### src/rtl/fifo_rd_pkg.sv
// Shared definitions for the FIFO read-side stream controller: state encodings,
// read-latency limits and a width helper.
package fifo_rd_pkg;

  localparam int RD_LATENCY_MIN = 1;
  localparam int RD_LATENCY_MAX = 2;

  localparam logic [0:0] ST_RUN   = 1'b0;
  localparam logic [0:0] ST_FLUSH = 1'b1;

  // Smallest bit width able to represent 'value' (at least 1).
  function automatic int width_for(input int value);
    int w;
    w = 1;
    for (int i = 1; i < 31; i++) begin
      if ((value >> i) != 0) w = i + 1;
    end
    return w;
  endfunction

  // Sized for the deepest legal buffer so the occupancy port width never changes.
  localparam int CNT_WIDTH = width_for(RD_LATENCY_MAX + 2);

endpackage

### src/rtl/fifo_rd_prefetch_buf.sv
// Circular prefetch buffer with occupancy count; depth need not be a power of 2.
// Writes into a full buffer are ignored; clear has priority over everything.
module fifo_rd_prefetch_buf
  import fifo_rd_pkg::*;
#(
  parameter int DATA_WIDTH = 32,
  parameter int DEPTH      = 3
) (
  input  logic                  clk,
  input  logic                  rst,
  input  logic                  clr,
  input  logic                  wr_en,
  input  logic [DATA_WIDTH-1:0] wr_data,
  input  logic                  rd_en,
  output logic [DATA_WIDTH-1:0] rd_data,
  output logic [CNT_WIDTH-1:0]  count,
  output logic                  full
);

  localparam int PTR_W = width_for(DEPTH - 1);
  localparam logic [PTR_W-1:0] PTR_LAST = PTR_W'(DEPTH - 1);

  logic [DATA_WIDTH-1:0] mem_q [DEPTH];
  logic [PTR_W-1:0]      wr_ptr_q, wr_ptr_d;
  logic [PTR_W-1:0]      rd_ptr_q, rd_ptr_d;
  logic [CNT_WIDTH-1:0]  count_q, count_d;
  logic                  wr_ok;
  logic                  rd_ok;

  assign full    = (count_q == CNT_WIDTH'(DEPTH));
  assign wr_ok   = wr_en && !full && !clr;
  assign rd_ok   = rd_en && (count_q != '0) && !clr;
  assign rd_data = mem_q[rd_ptr_q];
  assign count   = count_q;

  always_comb begin
    wr_ptr_d = wr_ptr_q;
    rd_ptr_d = rd_ptr_q;
    count_d  = count_q + CNT_WIDTH'(wr_ok) - CNT_WIDTH'(rd_ok);
    if (wr_ok) wr_ptr_d = (wr_ptr_q == PTR_LAST) ? '0 : wr_ptr_q + 1'b1;
    if (rd_ok) rd_ptr_d = (rd_ptr_q == PTR_LAST) ? '0 : rd_ptr_q + 1'b1;
    if (clr) begin
      wr_ptr_d = '0;
      rd_ptr_d = '0;
      count_d  = '0;
    end
  end

  always_ff @(posedge clk or posedge rst) begin
    if (rst) begin
      wr_ptr_q <= '0;
      rd_ptr_q <= '0;
      count_q  <= '0;
    end else begin
      wr_ptr_q <= wr_ptr_d;
      rd_ptr_q <= rd_ptr_d;
      count_q  <= count_d;
    end
  end

  // Storage carries no reset; the occupancy count decides what is visible.
  always_ff @(posedge clk) begin
    if (wr_ok) mem_q[wr_ptr_q] <= wr_data;
  end

endmodule

### src/rtl/fifo_rd_stream_ctrl.sv
// Read-side consumer for generic_2clk_fifo: issues pops ahead of demand, tracks
// reads in flight through the memory latency, and presents a valid/ready stream.
module fifo_rd_stream_ctrl
  import fifo_rd_pkg::*;
#(
  parameter int DATA_WIDTH = 32,
  parameter int RD_LATENCY = 1
) (
  input  logic                  clk,
  input  logic                  rst,
  input  logic                  fifo_empty,
  output logic                  fifo_rd_op,
  input  logic [DATA_WIDTH-1:0] mem_rdata,
  input  logic                  flush,
  output logic                  out_valid,
  input  logic                  out_ready,
  output logic [DATA_WIDTH-1:0] out_data,
  output logic                  busy,
  output logic [CNT_WIDTH-1:0]  buf_count,
  output logic                  err_overflow
);

  localparam int BUF_DEPTH = RD_LATENCY + 2;
  localparam int SUM_W     = CNT_WIDTH + 1;

  if (RD_LATENCY < RD_LATENCY_MIN || RD_LATENCY > RD_LATENCY_MAX) begin : g_bad_latency
    $error("fifo_rd_stream_ctrl: RD_LATENCY must be 1 or 2");
  end

  // Stream handshake: a word transfers on any cycle where out_valid && out_ready;
  // out_valid never depends on out_ready, and out_data holds until transferred.

  logic [0:0]            state_q, state_d;
  logic [RD_LATENCY-1:0] pipe_q, pipe_d;
  logic                  err_q, err_d;
  logic [CNT_WIDTH-1:0]  inflight;
  logic [SUM_W-1:0]      credit_sum;
  logic                  rd_op;
  logic                  clr;
  logic                  cap_en;
  logic                  pop;
  logic                  buf_full;
  logic [DATA_WIDTH-1:0] buf_rdata;

  always_comb begin
    inflight = '0;
    for (int i = 0; i < RD_LATENCY; i++) begin
      inflight = inflight + CNT_WIDTH'(pipe_q[i]);
    end
  end

  // Credit counts reads in flight plus words held, so a pop never outruns space.
  always_comb begin
    state_d    = state_q;
    rd_op      = 1'b0;
    clr        = 1'b0;
    credit_sum = {1'b0, inflight} + {1'b0, buf_count};
    case (state_q)
      ST_RUN: begin
        if (flush) begin
          clr     = 1'b1;
          state_d = ST_FLUSH;
        end else begin
          rd_op = !fifo_empty && (credit_sum < SUM_W'(BUF_DEPTH));
        end
      end
      ST_FLUSH: begin
        if (inflight == '0) state_d = ST_RUN;
      end
      default: state_d = ST_RUN;
    endcase
  end

  // Held low during reset so no word is popped and then forgotten.
  assign fifo_rd_op = rd_op && !rst;

  always_comb begin
    pipe_d    = pipe_q;
    pipe_d[0] = fifo_rd_op;
    for (int i = 1; i < RD_LATENCY; i++) begin
      pipe_d[i] = pipe_q[i-1];
    end
  end

  assign cap_en       = pipe_q[RD_LATENCY-1] && (state_q == ST_RUN) && !flush;
  assign out_valid    = (state_q == ST_RUN) && (buf_count != '0);
  assign pop          = out_valid && out_ready;
  assign out_data     = out_valid ? buf_rdata : '0;
  assign busy         = (state_q == ST_FLUSH);
  assign err_d        = err_q | (cap_en & buf_full);
  assign err_overflow = err_q;

  always_ff @(posedge clk or posedge rst) begin
    if (rst) begin
      state_q <= ST_RUN;
      pipe_q  <= '0;
      err_q   <= 1'b0;
    end else begin
      state_q <= state_d;
      pipe_q  <= pipe_d;
      err_q   <= err_d;
    end
  end

  fifo_rd_prefetch_buf #(
    .DATA_WIDTH(DATA_WIDTH),
    .DEPTH     (BUF_DEPTH)
  ) u_buf (
    .clk    (clk),
    .rst    (rst),
    .clr    (clr),
    .wr_en  (cap_en),
    .wr_data(mem_rdata),
    .rd_en  (pop),
    .rd_data(buf_rdata),
    .count  (buf_count),
    .full   (buf_full)
  );

endmodule

### config.mk
export PLATFORM = sky130hd
export DESIGN_NAME = fifo_rd_stream_ctrl
export DESIGN_NICKNAME = d
export VERILOG_FILES = /design/src/rtl/fifo_rd_pkg.sv /design/src/rtl/fifo_rd_prefetch_buf.sv /design/src/rtl/fifo_rd_stream_ctrl.sv
export SDC_FILE = /design/constraint.sdc
export NUM_CORES = 1
export LEC_CHECK = 0
export CORE_MARGIN = 5
export CORE_UTILIZATION = 40
export DETAILED_ROUTE_END_ITERATION = 7
export GPL_TIMING_DRIVEN = 0
export PLACE_DENSITY = 0.63
export REMOVE_ABC_BUFFERS = 1
export SLEW_MARGIN = 5
export SYNTH_ARGS = -nofsm -noshare
export SYNTH_HDL_FRONTEND = slang
export SYNTH_SLANG_ARGS = --single-unit
export TNS_END_PERCENT = 1
### constraint.sdc
create_clock -name clk -period 5.2 [get_ports clk]
set_input_delay 1.04 -clock clk [delete_from_list [all_inputs] [get_ports clk]]
set_output_delay 1.04 -clock clk [all_outputs]
set_load 0.01 [all_outputs]
Word-level counts from Yosys, hierarchy flattened
Memory sizes are Yosys's and may differ from the RTL's.
Cells that the tools add are included.
Widths: inputs -> output; s select.
{ "word_totals": {"ff_bits": 10, "latch_bits": 0, "ramBits": 96, "mem_bits_ro": 0, "input_bits": 37, "output_inout_bits": 39, "word_cells": 54, "n_memories": 1} }
{ "mem_list": {"columns": ["name", "depth", "word_bits", "rd", "rd_clocked_by_memory_dff", "write_ports", "line_no", "text"], "rows": [
  ["u_buf.mem_q", 3, 32, 1, 0, 1, "fifo_rd_prefetch_buf.sv:23", "logic [DATA_WIDTH-1:0] mem_q [DEPTH];"]
]} }
{ "classes": {"add_sub_neg": 5, "mul": 0, "div": 0, "n_lt_le_gt_ge": 1, "eq_ne": 3, "shift": 0, "muxes": 16, "n_bitwise": 3, "n_reduce_logical": 19} }
{ "op_table": {"columns": ["operator", "count"], "rows": [
  ["$mux 32", 1],
  ["$mux 2", 6],
  ["$logic_and 1x1->1", 10],
  ["$mux 1", 7],
  ["$logic_not 1->1", 5],
  ["$add 1x3->4", 1],
  ["$add 2x1->2 const B", 2],
  ["$eq 2x2->1 const B", 2],
  ["$lt 4x2->1 const B", 1],
  ["$reduce_bool 2->1", 2],
  ["$add 3x1->3", 1],
  ["$eq 3x2->1 const B", 1],
  ["$logic_not 3->1", 1],
  ["$mux 3", 1],
  ["$reduce_bool 3->1", 1],
  ["$sub 3x1->3", 1],
  ["$pmux 1 s2", 1],
  ["$and 1x1->1", 1],
  ["$not 1->1", 1],
  ["$or 1x1->1", 1]
]} }

Logic depth before layout (Yosys ltp)
Gate-level depths: netlist of run 1.
{ "logic_depth": {"depth_word": 8, "mapped_depth": 11, "depth_no_buf": 10} }

Modules after synthesis
Synthesis of run 1 repeated with hierarchy kept, for this count alone.
{ "hier_totals": {"cells_unflattened": 297, "hier_area_um2": 4456.8} }
{ "by_module_without_submodules": {"columns": ["mod", "n_inst", "cells_each", "area_each_um2", "seq_area_each_um2"], "rows": [
  ["fifo_rd_prefetch_buf", 1, 242, 3968.8, 3057.9],
  ["fifo_rd_stream_ctrl", 1, 55, 488.0, 75.1]
]} }

Worst setup path before layout of run 1
OpenSTA, ideal clock, no wires.
{ "synth_path": {"kind": "input port to flip-flop", "from": "input flush", "to": "memory u_buf.mem_q[2][0], enable pin", "setup_ps": 468, "t_arrival_ps": 3766, "required_time_ps": 4732, "setup_slack_ps": 967, "stages": 3, "path_buffers": 0, "cell_sequence": "nor2_1 nand3_1 nor3b_1"} }
{ "synth_between": {"elab_chain_cells": 6, "elab_cells_between_ends": 9, "cone_classes": "mux (4); reduce/logical (5)"} }
{ "synth_rtl": {"columns": ["element", "line_no", "text"], "rows": [
  ["from (decl)", "fifo_rd_stream_ctrl.sv:14", "input logic flush,"],
  ["$mux 1 / $logic_not 1->1 (equally long branches)", "fifo_rd_stream_ctrl.sv:60, fifo_rd_stream_ctrl.sv:85", null],
  ["$mux 1 / $logic_and 1x1->1 (equally long branches)", "fifo_rd_stream_ctrl.sv:58, fifo_rd_stream_ctrl.sv:85", null],
  ["$logic_not 1->1 / $logic_and 1x1->1 (equally long branches)", "fifo_rd_prefetch_buf.sv:31", "assign wr_ok = wr_en && !full && !clr;"],
  ["$logic_and 1x1->1 (*)", "fifo_rd_prefetch_buf.sv:31", null],
  ["$mux 1 (*)", "fifo_rd_prefetch_buf.sv:63", "if (wr_ok) mem_q[wr_ptr_q] <= wr_data;"],
  ["$mux 1 (implied by the code) (*)", "fifo_rd_prefetch_buf.sv:63", null],
  ["to (decl)", "fifo_rd_prefetch_buf.sv:23", null]
]} }
Mark *: on every way between the ends. The rest lies on a longest branch, timed or not.

Final worst setup path of run 1
{ "layout_path": {"from": "input flush", "to": "output fifo_rd_op"} }
{ "layout_between": {"elab_chain_cells": 3} }
{ "layout_rtl": {"columns": ["element", "line_no", "text"], "rows": [
  ["$mux 1", "fifo_rd_stream_ctrl.sv:60", "if (flush) begin"],
  ["$mux 1", "fifo_rd_stream_ctrl.sv:58", "case (state_q)"],
  ["$logic_and 1x1->1", "fifo_rd_stream_ctrl.sv:75", "assign fifo_rd_op = rd_op && !rst;"],
  ["to (decl)", "fifo_rd_stream_ctrl.sv:12", "output logic fifo_rd_op,"]
]} }
Every way passes these cells.

==> impl.org, run 1 <==
** Worst setup path
- Critical path depth in cells :: 5
- WP data arrival :: 2740 ps
- FF-to-FF setup slack :: 2460 ps
- Register-to-Register Path Depth :: 10
- The slowest stage of the critical path belongs to the cell sky130_fd_sc_hd__clkdlybuf4s50_1.
- Together, buffers and inverters on the worst path number 2.
- Worst Path Class, Setup :: in2out
- Highest net fanout along the worst path :: 7
- Crit. End Element :: output port
- Data on the critical path is required at its endpoint by 4160 ps.
- The cell family contributing the most delay on the critical path is buffers and inverters.
- The most numerous cell type found on the critical path is sky130_fd_sc_hd__clkdlybuf4s50_1.
- STA classifies the critical path startpoint as a primary input.
- Cell breakdown of the critical path :: clkdlybuf4s50_1 > nor2_1 > nand3_1 > a221oi_1 > clkdlybuf4s50_1
- Highest cell delay on the worst timing path :: 610 ps

** Global route
- In the global route stage, overall resource usage came out at 0.1245.
- The number of global-route vias before repair was 2408.
- The first global-routing pass estimated 12.32 mm of wire.
- Entering global routing, the biggest net connects 36 pins.
- For this run the aggregate overflow at the end of global routing stands at 0.
- The initial antenna violation count is 0.

** Clocking
- The number of clock buffers added by TritonCTS is 9.
- Clock-pin slew on the worst setup and hold paths :: 90 ps
- Clock tree root buffer cell :: sky130_fd_sc_hd__clkbuf_8
- Clock tree from TritonCTS :: built
- Post-CTS Repair Setup Buffers :: 0
- Clock Tree Buf Depth :: 2
- CTS sink count :: 106
- Clock latency on the worst-skew pair :: 350 ps
- The clock tree synthesis step divided the H-tree into 3 levels.
- Cts-stage hold buffer count :: 0
- In this run, post-CTS repair resized a total of 0 instances.

** Hold path
- Worst hold path depth :: 1
- In this run the worst hold path is classified as reg2reg.

** Floorplan
- Num rows :: 38
- Initial core utilization :: 0.4042
- The die is 114.2 um wide.
- I/O pin count :: 76
- The die is 114.2 um tall.
- Die ar. :: 13040 um^2
- The floorplan step defined a core boundary enclosing 10750 um^2.

** Placed design
- Post-detail-place hpwl :: 5.225 mm
- Port-buffer cells :: 75
- The congestion estimate from routability-driven global placement came to 0.7732.

** STA
- At the pin with the least slew margin, the transition time is 774.6 ps.
- Setup repair after global routing left no endpoint under its margin.
- Between clock sinks in the finished design, the worst skew comes to 11.11 ps.
- Final setup fails :: 0
- Of the available clock period, the critical path in the final layout requires 0.7279.
- Counting I/O delays and the setup requirement, the final critical path takes 3785 ps.
- In this run the tightest slew margin relative to its limit is 0.4836.
- Derived from the worst setup path, the maximum achievable clock frequency is 264.2 MHz.
- The final count of pins violating max slew is 0.
- Final Hold Violating Endpoints :: 0

** Synthesis
- Netlist cell types :: 31
- Fraction of the yosys area taken by sequential cells :: 0.7214
- Counting flops and latches in the post-synthesis netlist gives 106.
- Commonest register cell after synthesis :: sky130_fd_sc_hd__edfxtp_1
- Synth Instances :: 263
- Count of flip-flops with a built-in enable after synthesis :: 96
- Synthesized area :: 4343 um^2
- Counting flops with an async set or reset pin after synthesis yields a share of 0.09434.
- Dividing the synthesized area by the synthesized cell count gives 16.51 um^2.
- During synthesis, Yosys emitted a total of 0 warnings.

** Layout
- In the final design database the tool counted 387 nets.
- Area grow syn2layout :: 28.12%
- Layout cell share with drive strength beyond 1 :: 0.1318
- Number of diodes added for antenna fixing :: 0
- Final Util :: 0.5178

** Drt
- DRC Markers :: 0
- Length of the first detailed-routing pass in iterations :: 4
- Routed length per placed instance :: 16.18 um
- The final layout contains routed wiring with a total length of 7.910 mm.
- Number of antenna-violating nets in the routed design :: 0
- Via density :: 4.818
- Total via count in the routed design :: 2356
- Number of design-rule violations left by the first detailed-router iteration :: 78

** Pwr
- Worst ir drop on vdd :: 0.1606 mV
- Standby leakage power :: 1.868 nW
- Power spread over the standard cell area amounts to 404.3 nW/um^2.
- Summing internal, switching and leakage power gives 2.250 mW.

** Job
- Max-cap violations in this run came to 0.

** Run status
- Outcome :: completed
==> synth_stat cells, types with 4 or more instances <==
master	instances	area, um^2
sky130_fd_sc_hd__mux2_2	15	168.9
sky130_fd_sc_hd__nor2_1	37	138.9
sky130_fd_sc_hd__nand2_1	4	15.01
sky130_fd_sc_hd__inv_1	7	26.28
sky130_fd_sc_hd__buf_2	12	60.06
sky130_fd_sc_hd__edfxtp_1	96	2883
sky130_fd_sc_hd__ha_1	5	62.56
sky130_fd_sc_hd__dfrtp_1	10	250.2
sky130_fd_sc_hd__mux2_1	17	191.4
sky130_fd_sc_hd__mux2i_1	34	340.3
==> stage by stage <==
step / setup TNS (ps) / area, um^2 / hold slack, ps / std cells / setup WS, ps
2_1_floorplan: 0 / 4272 / 485.6 / 250 / 965.9
4_1_cts: 0 / 5564 / 520.7 / 489 / 1424
6_report: 0 / 5564 / 522.8 / 489 / 1415
3_5_place_dp: 0 / 5349 / 489.0 / 473 / 1429
5_1_grt: 0 / 5564 / 555.0 / 489 / 1263
3_3_place_gp: -50750 / 5197 / 492.2 / 465 / -1587
==> kinds of logic after synthesis <==
family                     Yosys count  synth area share
xor gates and xnor gates             2          0.004034
AOI/OAI and AO/OA                    7           0.01239
muxes                               66            0.1613
adders and majority gates            6           0.01901
buffers and inverters               20           0.02247
and+or+nand+nor                     56           0.05935
DFF                                106            0.7214
==> power by group <==
group | switching (mW) | total [mW] | internal (mW) | leakage [nW]
sequential | 0.0594 | 1.01 | 0.951 | 0.995
clock | 0.263 | 0.536 | 0.273 | 0.111
combinational | 0.309 | 0.704 | 0.395 | 0.761
==> layout make-up <==
class,count,area [um^2]
clock inverter,6,87.58
sequential,106,3136
inverter,7,26.28
clock buffer,10,127.6
multi-input combinational,137,1125
tap,140,175.2
timing repair buffer,83,887.1
fill,931,5181
==> worst reg2reg max path: stages (launching register included) <==
cell and delay, ps:
sky130_fd_sc_hd__dfrtp_1 490, sky130_fd_sc_hd__nor3_1 240, sky130_fd_sc_hd__or2_2 660, sky130_fd_sc_hd__nor3_1 120
sky130_fd_sc_hd__ha_1 300, sky130_fd_sc_hd__inv_1 60, sky130_fd_sc_hd__ha_1 140, sky130_fd_sc_hd__inv_1 50
sky130_fd_sc_hd__fa_1 370, sky130_fd_sc_hd__xnor2_1 160, sky130_fd_sc_hd__nor2_1 50
==> cell usage in the layout (no fill, tap or decap), types with 2 or more instances in the layout <==
cell type                         instances
sky130_fd_sc_hd__mux2_2                  15
sky130_fd_sc_hd__nand3_1                  2
sky130_fd_sc_hd__mux2i_1                 34
sky130_fd_sc_hd__o31ai_1                  2
sky130_fd_sc_hd__buf_6                    3
sky130_fd_sc_hd__buf_12                   2
sky130_fd_sc_hd__edfxtp_1                96
sky130_fd_sc_hd__inv_6                    2
sky130_fd_sc_hd__clkinv_2                 2
sky130_fd_sc_hd__or2_2                    2
sky130_fd_sc_hd__bufinv_16                2
sky130_fd_sc_hd__dfrtp_1                  8
sky130_fd_sc_hd__inv_1                    7
sky130_fd_sc_hd__xnor2_1                  2
sky130_fd_sc_hd__nor2_1                  36
sky130_fd_sc_hd__dfrtp_2                  2
sky130_fd_sc_hd__clkdlybuf4s50_1         75
sky130_fd_sc_hd__ha_1                     5
sky130_fd_sc_hd__clkbuf_8                 9
sky130_fd_sc_hd__mux2_1                  17
sky130_fd_sc_hd__nand2_1                  4
sky130_fd_sc_hd__buf_16                   2
sky130_fd_sc_hd__nor3_1                   2
==> worst paths after layout <==
kind,from,to
setup / recovery,flush,fifo_rd_op
hold / removal,err_overflow,err_overflow
setup reg to reg,u_buf.count[1],u_buf.count[2]
hold reg to reg,err_overflow,err_overflow
max in group asynchronous,rst,u_buf.rd_ptr_q[0]
min in group asynchronous,rst,pipe_q
==> sequential cells by signal (all words and copies together) (netlist names) <==
name,count
u_buf.mem_q,96
u_buf.count,3
u_buf.rd_ptr_q,2
u_buf.wr_ptr_q,2
busy,1
err_overflow,1
pipe_q,1
==> metal layers <==
layer  vias to the layer above  routed length, um  global-route usage
met1                      1160               3452              0.1560
met5                         -                  0                   0
met3                         4                395             0.03541
met2                        56               3996              0.2100
li1                       1136                  -                   -
met4                         0                 65             0.03800
Power figures use the tool's default switching activity.
==> run 2, diff against run 1 <==
Clock period 5.2 ns to 3.6 ns, I/O delays scaled along.
==> results of run 2 <==
Same layout as run 1 (identical final DEF). Status: completed.
Among the figures that moved: setup slack after placement 1429 ps -> 468.6 ps; clock-pin slew on the worst setup and hold paths 90 ps -> 100 ps; setup slack after layout 1415 ps -> 447.0 ps; start point of the critical path flush -> u_buf.count[1]; end point of the critical path fifo_rd_op -> out_data[16]; register-to-register setup slack 2460 ps -> 860 ps; total power 2.250 mW -> 3.250 mW; worst IR drop on VDD 0.1606 mV -> 0.2320 mV
==> run 3, diff against run 2 <==
Settings changed: CORE_MARGIN 5 to default.
==> impl.org, run 3 (synthesis results as in run 1) <==
** Run status
- Outcome :: completed (unchanged)

** Layout
- The largest register by flop count was u_buf.mem_q (unchanged).
- The post-layout instance count excluding filler cells was 482 (was 489).
- The share of post-route cells with drive strength above 1 came to 0.1243 (was 0.1318).
- Fill cells :: 877 (was 931)
- Most frequent cells in the layout: sky130_fd_sc_hd__edfxtp_1 (96), sky130_fd_sc_hd__clkdlybuf4s50_1 (75), sky130_fd_sc_hd__nor2_1 (36) (unchanged).
- The most frequent standard cell in the layout excluding fill and tap cells was sky130_fd_sc_hd__edfxtp_1 (unchanged).
- Net count, final :: 385 (was 387)
- The count of antenna diodes in the layout was 0 (unchanged).
- The final standard cell area without fillers was 5508 um^2 (was 5564 um^2).
- The final core area utilization came to 0.5288 (was 0.5178).
- Area grow syn2layout :: 26.82% (was 28.12%)
- Number of flip-flops under the largest register name :: 96 (unchanged)

** Pwr
- The total design power was 3.196 mW (was 3.250 mW).
- The power per cell area came to 580.3 nW/um^2 (was 584.0 nW/um^2).
- The static leakage is 1.843 nW (was 1.868 nW).
- Worst ir drop on vdd :: 0.2814 mV (was 0.2320 mV)

** Drt
- Total wire length :: 7.802 mm (was 7.910 mm)
- Number of design-rule violations left by the first detailed-router iteration :: 77 (was 78)
- The vias per cell is 4.959 (was 4.818).
- Length of the first detailed-routing pass in iterations :: 4 (unchanged)
- The average wire per cell in the routed design was 16.19 um (was 16.18 um).
- Number of antenna-violating nets in the routed design :: 0 (unchanged)
- DRC Markers :: 0 (unchanged)
- The total number of vias is 2390 (was 2356).

** Clocking
- Clock latency on the worst-skew pair :: 360 ps (was 350 ps)
- Clock-pin slew on the worst setup and hold paths :: 90 ps (was 100 ps)
- CTS sink count :: 106 (unchanged)
- Number of levels the H-tree was split into :: 3 (unchanged)
- TritonCTS buffer count :: 9 (unchanged)
- The number of buffers on the longest clock path came to 2 (unchanged).
- The number of hold-repair buffers added at the cts stage is 0 (unchanged).
- Clock tree from TritonCTS :: built (unchanged)
- The cell at the root of the clock tree is sky130_fd_sc_hd__clkbuf_8 (unchanged).
- PostCTS Resize Cnt :: 0 (unchanged)
- The number of setup buffers added after CTS came to 0 (unchanged).

** Global route
- The pin count of the biggest net entering global routing came to 36 (unchanged).
- Vias in the first global route :: 2485 (was 2408)
- The total routing usage reported by global routing was 0.1502 (was 0.1245).
- The first-pass GRT wire length was 12.53 mm (was 12.32 mm).
- Sum of overflow across all layers after global routing :: 0 (unchanged)
- Initial antenna violation count :: 0 (unchanged)

** STA
- Worst relative slew slack :: 0.4156 (was 0.4836)
- The final count of pins violating max slew was 0 (unchanged).
- Hold_ws :: 541.1 ps (was 522.8 ps)
- The final setup slack of the worst path came to 409.5 ps (was 447.0 ps).
- Part of the cycle the worst path needs :: 0.8862 (was 0.8758)
- The count of final hold-check violations was 0 (unchanged).
- Highest attainable clock frequency :: 313.4 MHz (was 317.2 MHz)
- The clock skew after layout came to 8.698 ps (was 11.11 ps).
- Unrepaired setup endpoints after global routing :: false (unchanged)
- Slew at the pin closest to its max-slew limit :: 876.6 ps (was 774.6 ps)
- The setup TNS is 0 ps (unchanged).
- Fin crit period :: 3190 ps (was 3153 ps)
- The final setup violation count was 0 (unchanged).

** Hold path
- Path category of the worst min-delay check :: reg2reg (unchanged)

** Floorplan
- Core Area :: 10420 um^2 (was 10750 um^2)
- The starting density of the core came to 0.4169 (was 0.4042).
- The floorplan die width is 106.2 um (was 114.2 um).
- Num rows :: 37 (was 38)
- The y dimension of the die is 106.2 um (was 114.2 um).
- The area enclosed by the die boundary came to 11280 um^2 (was 13040 um^2).
- I/O pin count :: 76 (unchanged)

** Placed design
- Last weighted congestion value of the routability-driven placer :: 0.7070 (was 0.7732)
- The worst setup slack after placement is 417.7 ps (was 468.6 ps).
- Port-buffer cells :: 75 (unchanged)
- The number of instances in the placed design is 467 (was 473).
- The area of placed instances is 5301 um^2 (was 5349 um^2).
- Post-detail-place hpwl :: 4.908 mm (was 5.225 mm)

** Worst setup path
- Critical path data required time :: 2880 ps (about the same)
- Crit. End Element :: output port (unchanged)
- Highest net fanout along the worst path :: 35 (unchanged)
- Worst Path Class, Setup :: reg2out (unchanged)
- WP data arrival :: 2470 ps (was 2430 ps)
- The kind of start point of the critical path is a flip-flop (unchanged).

** Job
- Maxcap violations :: 0 (unchanged)
[run 3: changes by cell type in the layout (fill, tap and decap cells not counted), sizes merged]
cell    delta
clkinv     +2
buf        -2
clkbuf     -1
inv        -2
[run 3: cell type report]
type	count	area [um^2]	share of cell area
Clock buffer	9	123.9	0.02249
Timing Repair Buffer	81	844.6	0.1533
Inverter	7	26.28	0.004771
Clock inverter	6	82.58	0.01499
Multi-Input combinational cell	137	1125	0.2042
Sequential cell	106	3136	0.5693
Tap cell	136	170.2	0.03090
[run 3: path summary, 6_finish.rpt]
kind | from | to | slack [ps] | depth (start not counted)
max in group asynchronous | rst | u_buf.rd_ptr_q[0] | 2640 | 2
max reg2reg | u_buf.count[1] | u_buf.count[2] | 880 | 10
max | u_buf.rd_ptr_q[0] | out_data[10] | 410 | 4
min reg2reg | err_overflow | err_overflow | 540 | 1
min | err_overflow | err_overflow | 540 | 1
min in group asynchronous | rst | pipe_q | 660 | 2
[run 3: where the power goes]
part           leakage, nW  total [mW]  switching (mW)  internal [mW]
sequential           0.995        1.50           0.126           1.37
combinational        0.741       0.944           0.397          0.547
clock                0.106       0.754           0.370          0.384
[run 3: worst max-delay path: stages (launching register included)]
cell and delay (ps):
sky130_fd_sc_hd__dfrtp_2 960, sky130_fd_sc_hd__mux2_2 410, sky130_fd_sc_hd__mux2i_1 150, sky130_fd_sc_hd__nor2_1 70
sky130_fd_sc_hd__clkdlybuf4s50_1 520
[run 3: per-layer routing]
layer / track usage / vias to the layer above / routed length (um)
met4: 0.07837 / 0 / 186
met2: 0.2532 / 54 / 3977
met5: 0 / - / 0
li1: - / 1127 / -
met1: 0.1841 / 1195 / 3345
met3: 0.02698 / 14 / 292
